===== src/rtl/rf_dump_streamer.sv =====
// rf_dump_streamer
//   Debug streamer. Walks the register file through a spare combinational read
//   port and emits every register as bytes, MSB byte first, on a valid/ready
//   byte stream. Each register takes one READ cycle and then BPW SEND beats.
//
// Ports
//   clk        rising-edge clock
//   reset      asynchronous, active-low reset
//   start      begin a dump (sampled only in IDLE)
//   busy       dump in progress (READ/SEND)
//   done       one-cycle pulse after the final byte handshake
//   rf_ra      register file read address (rf_rd returns combinationally)
//   rf_rd      register file read data
//   out_data   stream byte
//   out_valid  out_data valid
//   out_ready  sink accepts byte
//   out_last   final byte of the dump
module rf_dump_streamer #(
  parameter int NREGS = 32,
  parameter int AW    = 5,
  parameter int DW    = 32
) (
  input  logic          clk,
  input  logic          reset,
  input  logic          start,
  output logic          busy,
  output logic          done,
  output logic [AW-1:0] rf_ra,
  input  logic [DW-1:0] rf_rd,
  output logic [7:0]    out_data,
  output logic          out_valid,
  input  logic          out_ready,
  output logic          out_last
);

  localparam int BPW = DW / 8;
  localparam int BW  = (BPW > 1) ? $clog2(BPW) : 1;
  localparam logic [AW-1:0] LAST_A = AW'(NREGS - 1);
  localparam logic [BW-1:0] LAST_B = BW'(BPW - 1);

  typedef enum logic [1:0] {IDLE, READ, SEND, FIN} state_t;

  state_t        state;
  logic [AW-1:0] addr;
  logic [BW-1:0] byte_idx;
  logic [DW-1:0] shreg;
  logic [DW-1:0] sh_next;
  logic          hs;

  // The shift register keeps the next byte to present in its top 8 bits.
  assign sh_next = shreg << 8;
  assign hs      = (state == SEND) && out_valid && out_ready;
  assign rf_ra   = addr;

  always_ff @(posedge clk or negedge reset) begin
    if (!reset) begin
      state     <= IDLE;
      addr      <= '0;
      byte_idx  <= '0;
      shreg     <= '0;
      busy      <= 1'b0;
      done      <= 1'b0;
      out_data  <= '0;
      out_valid <= 1'b0;
      out_last  <= 1'b0;
    end else begin
      done <= 1'b0;
      case (state)
        IDLE: begin
          if (start) begin
            state <= READ;
            addr  <= '0;
            busy  <= 1'b1;
          end
        end

        READ: begin
          // rf_rd reflects addr this cycle; latch it so later register-file
          // writes cannot disturb bytes already being sent.
          shreg     <= rf_rd;
          out_data  <= rf_rd[DW-1 -: 8];
          out_valid <= 1'b1;
          out_last  <= (addr == LAST_A) && (LAST_B == '0);
          byte_idx  <= '0;
          state     <= SEND;
        end

        SEND: begin
          // Without a handshake every output simply holds.
          if (hs) begin
            if (byte_idx != LAST_B) begin
              shreg    <= sh_next;
              out_data <= sh_next[DW-1 -: 8];
              byte_idx <= byte_idx + 1'b1;
              out_last <= (addr == LAST_A) && ((byte_idx + 1'b1) == LAST_B);
            end else begin
              out_valid <= 1'b0;
              out_last  <= 1'b0;
              out_data  <= '0;
              if (addr == LAST_A) begin
                state <= FIN;
                busy  <= 1'b0;
                done  <= 1'b1;
              end else begin
                addr  <= addr + 1'b1;
                state <= READ;
              end
            end
          end
        end

        FIN: begin
          // start is deliberately ignored here; next accept is in IDLE.
          addr  <= '0;
          state <= IDLE;
        end

        default: state <= IDLE;
      endcase
    end
  end

endmodule

===== config.mk =====
export PLATFORM = sky130hd
export DESIGN_NAME = rf_dump_streamer
export DESIGN_NICKNAME = d
export VERILOG_FILES = /design/src/rtl/rf_dump_streamer.sv
export SDC_FILE = /design/constraint.sdc
export NUM_CORES = 1
export LEC_CHECK = 0
export CORE_MARGIN = 2
export CORE_UTILIZATION = 50
export DETAILED_ROUTE_END_ITERATION = 8
export DONT_BUFFER_PORTS = 1
export SYNTH_ARGS = -nofsm -noshare
export SYNTH_HDL_FRONTEND = slang
export SYNTH_SLANG_ARGS = --single-unit
export TNS_END_PERCENT = 50

===== constraint.sdc =====
create_clock -name clk -period 2.45 [get_ports clk]
set_input_delay 0.49 -clock clk [delete_from_list [all_inputs] [get_ports clk]]
set_output_delay 0.49 -clock clk [all_outputs]
set_load 0.01 [all_outputs]

==> results <==
- Setup violations remaining at the end of the flow were counted as 0.
- The post-route core utilization is 56.2%.
- The run finished with clean final reports.
- The number of antenna violations at the first check in global routing is 0.
- Counting flops with a built-in enable in the synthesized netlist gives 0.
- The number of buffers inserted to repair setup after CTS is 0.
- The clock reaches the later pin of the worst-skew pair after 0.30 ns.
- The clock tree buffer depth is 2.
- Sorting the synthesized cells by area gives the leading types as sky130_fd_sc_hd__dfrtp_1 55%, sky130_fd_sc_hd__nand2_1 7.9%, sky130_fd_sc_hd__nor2_1 6.0%, sky130_fd_sc_hd__a31oi_1 5.2%, sky130_fd_sc_hd__a22o_1 2.6%.
- The mean area per synthesized cell is 9.44 um2.
- The top flip-flop cell by instance count after synthesis is sky130_fd_sc_hd__dfrtp_1.
- The setup slack on the worst flop-to-flop path is 0.41 ns.
- The final HPWL from detailed placement is 3.21 mm.
- Per report_power, the combinational group accounts for 37.4% of the total.
- Compared with the post-synthesis result, the final layout area differs by 8.85%.
- The global-route total usage across every layer is 20.9%.
- In the final routed layout, each cell accounts on average for 16.3 um.
- The number of unique standard cell types used by synthesis is 28.
- STA classifies the critical path endpoint as a flip-flop.
- At the end of routability-driven placement, the weighted congestion stood at 0.775.
- The number of ports placed on the die boundary is 53.
- Headroom to the max-slew limit came out at 67.3%.
- The post-synthesis net count is 257.
- The startpoint identified for the worst register-to-register timing path is rf_ra[0].
- The total number of vias is 1,573.
- The largest vdd supply drop is 0.514 mV.
- The global-route wire length before repair is 7.08 mm.
- The number of antenna diodes in the final layout is 0.
- The delay of the slowest cell on the worst path is 0.47 ns.
- sky130_fd_sc_hd__dfrtp_1 is the most common cell in the netlist.
- For this run, the register share of the synthesized area comes to 54.9%.
- The total wire length is 4.37 mm.
- TritonCTS built the clock tree.
- The number of max-slew violations in the final report is 0.
- In this run the worst setup path begins at rf_ra[0].
- The netlist area before placement is 0.00205 mm2.
- The register bit count reported by yosys is 45.
- Between clock sinks in the finished design, the worst skew comes to 0.0104 ns.
- The Yosys step of the flow raised 0 warnings.
- The final design area excluding fillers is 0.00223 mm2.
- The number of cells on the worst reg-to-reg path is 6.
- The sequential group share of total power is 44.1%.
- In this run the horizontal extent of the chip is 68.0 um.
- The count of nets left with antenna violations once routing finished came out at 0.
- Across the run, the number of max-cap violations was 0.
- The number of port buffers is 0.
- The placeable core region is 0.00397 mm2.
- The count of fill cells added during filler insertion is 362.
- For this run, the top clock speed supported by timing is 0.491 GHz.
- The async set-or-reset flop fraction in the synthesized netlist is 100%.
- The number of DRC violations after detailed-routing iteration 0 is 164.
- In this run the biggest area consumer among cell types represents 54.9% of the synthesized area.
- For this design the ratio of total power to cell area is 1340 mW/mm2.
- The height of the die is 68.0 um.
- CTS built an H-tree with a depth of 2.
- The via count of the first global-routing pass is 1,569.
- The die footprint is 0.00463 mm2.
- Traced cell by cell, the critical path runs through ha_1, and3_1, ha_1, nand4b_1, and3_1, a211o_1.
- The initial cell density of the core is 51.6%.
- Summed over all nets, the switching power comes to 0.00119 W.
- The required time of the critical path is 2.63 ns.
- At the pin with the least slew margin, the transition time is 0.490 ns.
- Summed over all failing endpoints, the final setup total negative slack is 0 ns.
- For this design the static power due to leakage is 1.05 nW.
- The synthesized design spends more area on one cell type than any other, namely sky130_fd_sc_hd__dfrtp_1.
- Setup repair after global routing left no endpoint under its margin.
- Of all nets on the critical path, the largest fanout is 11.
- The class of the most critical hold timing path is in2async.
- The internal power contribution is 0.00179 W.
- STA classifies the critical path startpoint as a flip-flop.
- The total placed instance area is 0.00209 mm2.
- The buffer cell driving the clock tree root is sky130_fd_sc_hd__clkbuf_8.
- The slowest library cell on the worst path is sky130_fd_sc_hd__dfrtp_1.
- The post-detailed-route DRC marker count is 0.
- Clock tree synthesis found a total of 45 sinks.
- The initialized floorplan defines 23 standard-cell rows.
- The final period demand of the worst path is 2.04 ns.
- The detailed-router iteration count before antenna repair is 4.
- Of the total power, the share spent switching nets is 39.8%.
- The post-synthesis cell count is 217.
- Of the cells placed in the final design, the portion with a size suffix greater than 1 is 6.88%.
- At the worst endpoint, the arrival time is 2.22 ns.
- The ratio of routed vias to standard cells is 5.87.
- The final clock period utilization by the worst path is 83.2%.
- The net count of the finished layout is 257.
- The maximum number of pins on one net before global-route repair is 46.
- Clock tree synthesis inserted a total of 5 buffers.
- The critical path class is reg2reg.
- In this run the critical register-to-register path is captured at rf_ra[3].
- The total global routing overflow is 0.
- The clock network fraction of design power is 18.5%.
- The number of failing hold endpoints at the final stage is 0.
- The commonest cells after synthesis are 45 x sky130_fd_sc_hd__dfrtp_1, 43 x sky130_fd_sc_hd__nand2_1, 33 x sky130_fd_sc_hd__nor2_1.
- After clock tree synthesis, the clock-pin slew on the worst setup and hold paths is 0.09 ns.
final cells by class:
type / count / area, um2 / share of cell area [%]
clock buffer: 6 / 72.6 / 3.25
sequential: 45 / 1130 / 50.5
timing repair buffer: 5 / 57.6 / 2.58
tap: 50 / 62.6 / 2.80
multi-input combinational: 157 / 862 / 38.6
inverter: 3 / 11.3 / 0.505
clock inverter: 2 / 38.8 / 1.74
through the flow:
step / std cells / setup slack (ns) / total power (W) / hold slack (ns)
2_1_floorplan: 217 / 0.534 / 0.00216 / 0.194
3_3_place_gp: 259 / 0.519 / 0.00237 / 0.195
3_5_place_dp: 259 / 0.417 / 0.00244 / 0.195
4_1_cts: 268 / 0.400 / 0.00301 / 0.0302
5_1_grt: 268 / 0.286 / 0.00324 / 0.0285
6_report: 268 / 0.412 / 0.00298 / 0.0238
worst max-delay path by stage:
stage          endpoint  slack (ns)  cells after the start
6_report       rf_ra[3]        0.41                      6
5_1_grt        rf_ra[3]        0.29                      6
4_1_cts        rf_ra[3]        0.40                      6
3_5_place_dp   rf_ra[3]        0.42                      6
3_3_place_gp   rf_ra[3]        0.52                      6
2_1_floorplan  rf_ra[3]        0.53                      7
logic make-up after synthesis:
logic type,count (synthesis),share of synthesized area (%)
AO/OA/AOI/OAI,50,16.4
adder cells (fa/ha/maj),4,2.44
buffers and inverters,15,3.17
flip-flops,45,54.9
multiplexers,2,0.977
AND/OR/NAND/NOR,101,22.1
power by group through the flow:
stage / registers (W) / logic, W / clock network [W]
detailed placement: 0.00133 / 0.00111 / 0
CTS: 0.00131 / 0.00113 / 0.000565
global route: 0.00135 / 0.00128 / 0.000606
floorplan: 0.00124 / 0.000922 / 0
global placement: 0.00131 / 0.00106 / 0
finish: 0.00132 / 0.00111 / 0.000551
repair_timing:
action                    in CTS  in global routing
resized for setup              0                  0
hold endpoints to repair      45                  0
hold buffers                   1                  0
worst max-delay path, delay by kind of cell, from the launching register on:
| kind | cells | cell delay [ns] |
|---|---|---|
| simple gates | 3 | 0.64 |
| fa+ha+maj | 2 | 0.56 |
| flops | 1 | 0.47 |
| compound gates | 1 | 0.26 |
state kept, by name, summed over array words and instances (netlist names):
name       flops
busy           1
done           1
out_valid      1
byte_idx       2
out_data       8
shreg         24
rf_ra          5
state          2
out_last       1
cells in the final DEF, fill, tap and decap left out, drive strengths merged, types with 2 or more instances in the layout:
master / n
dfrtp: 45
nand2: 43
nor2: 34
a31oi: 17
o21ai: 9
a21oi: 8
and3: 7
a22o: 6
clkbuf: 6
nand2b: 5
a211o: 5
buf: 5
ha: 4
inv: 3
nor4: 3
nand4b: 2
a32o: 2
nand3: 2
nor4b: 2
mux2i: 2
per-layer routing:
metal / share of wire [%] / routed length [um] / vias to the layer above / GRT usage, %
met4: 1.2 / 54 / 0 / 7.25
met5: 0 / 0 / - / 0
met2: 48 / 2090 / 55 / 34.7
met1: 44 / 1920 / 753 / 25.9
met3: 7.1 / 309 / 5 / 6.41
li1: - / - / 760 / -
(Power assumes the default switching activity.)
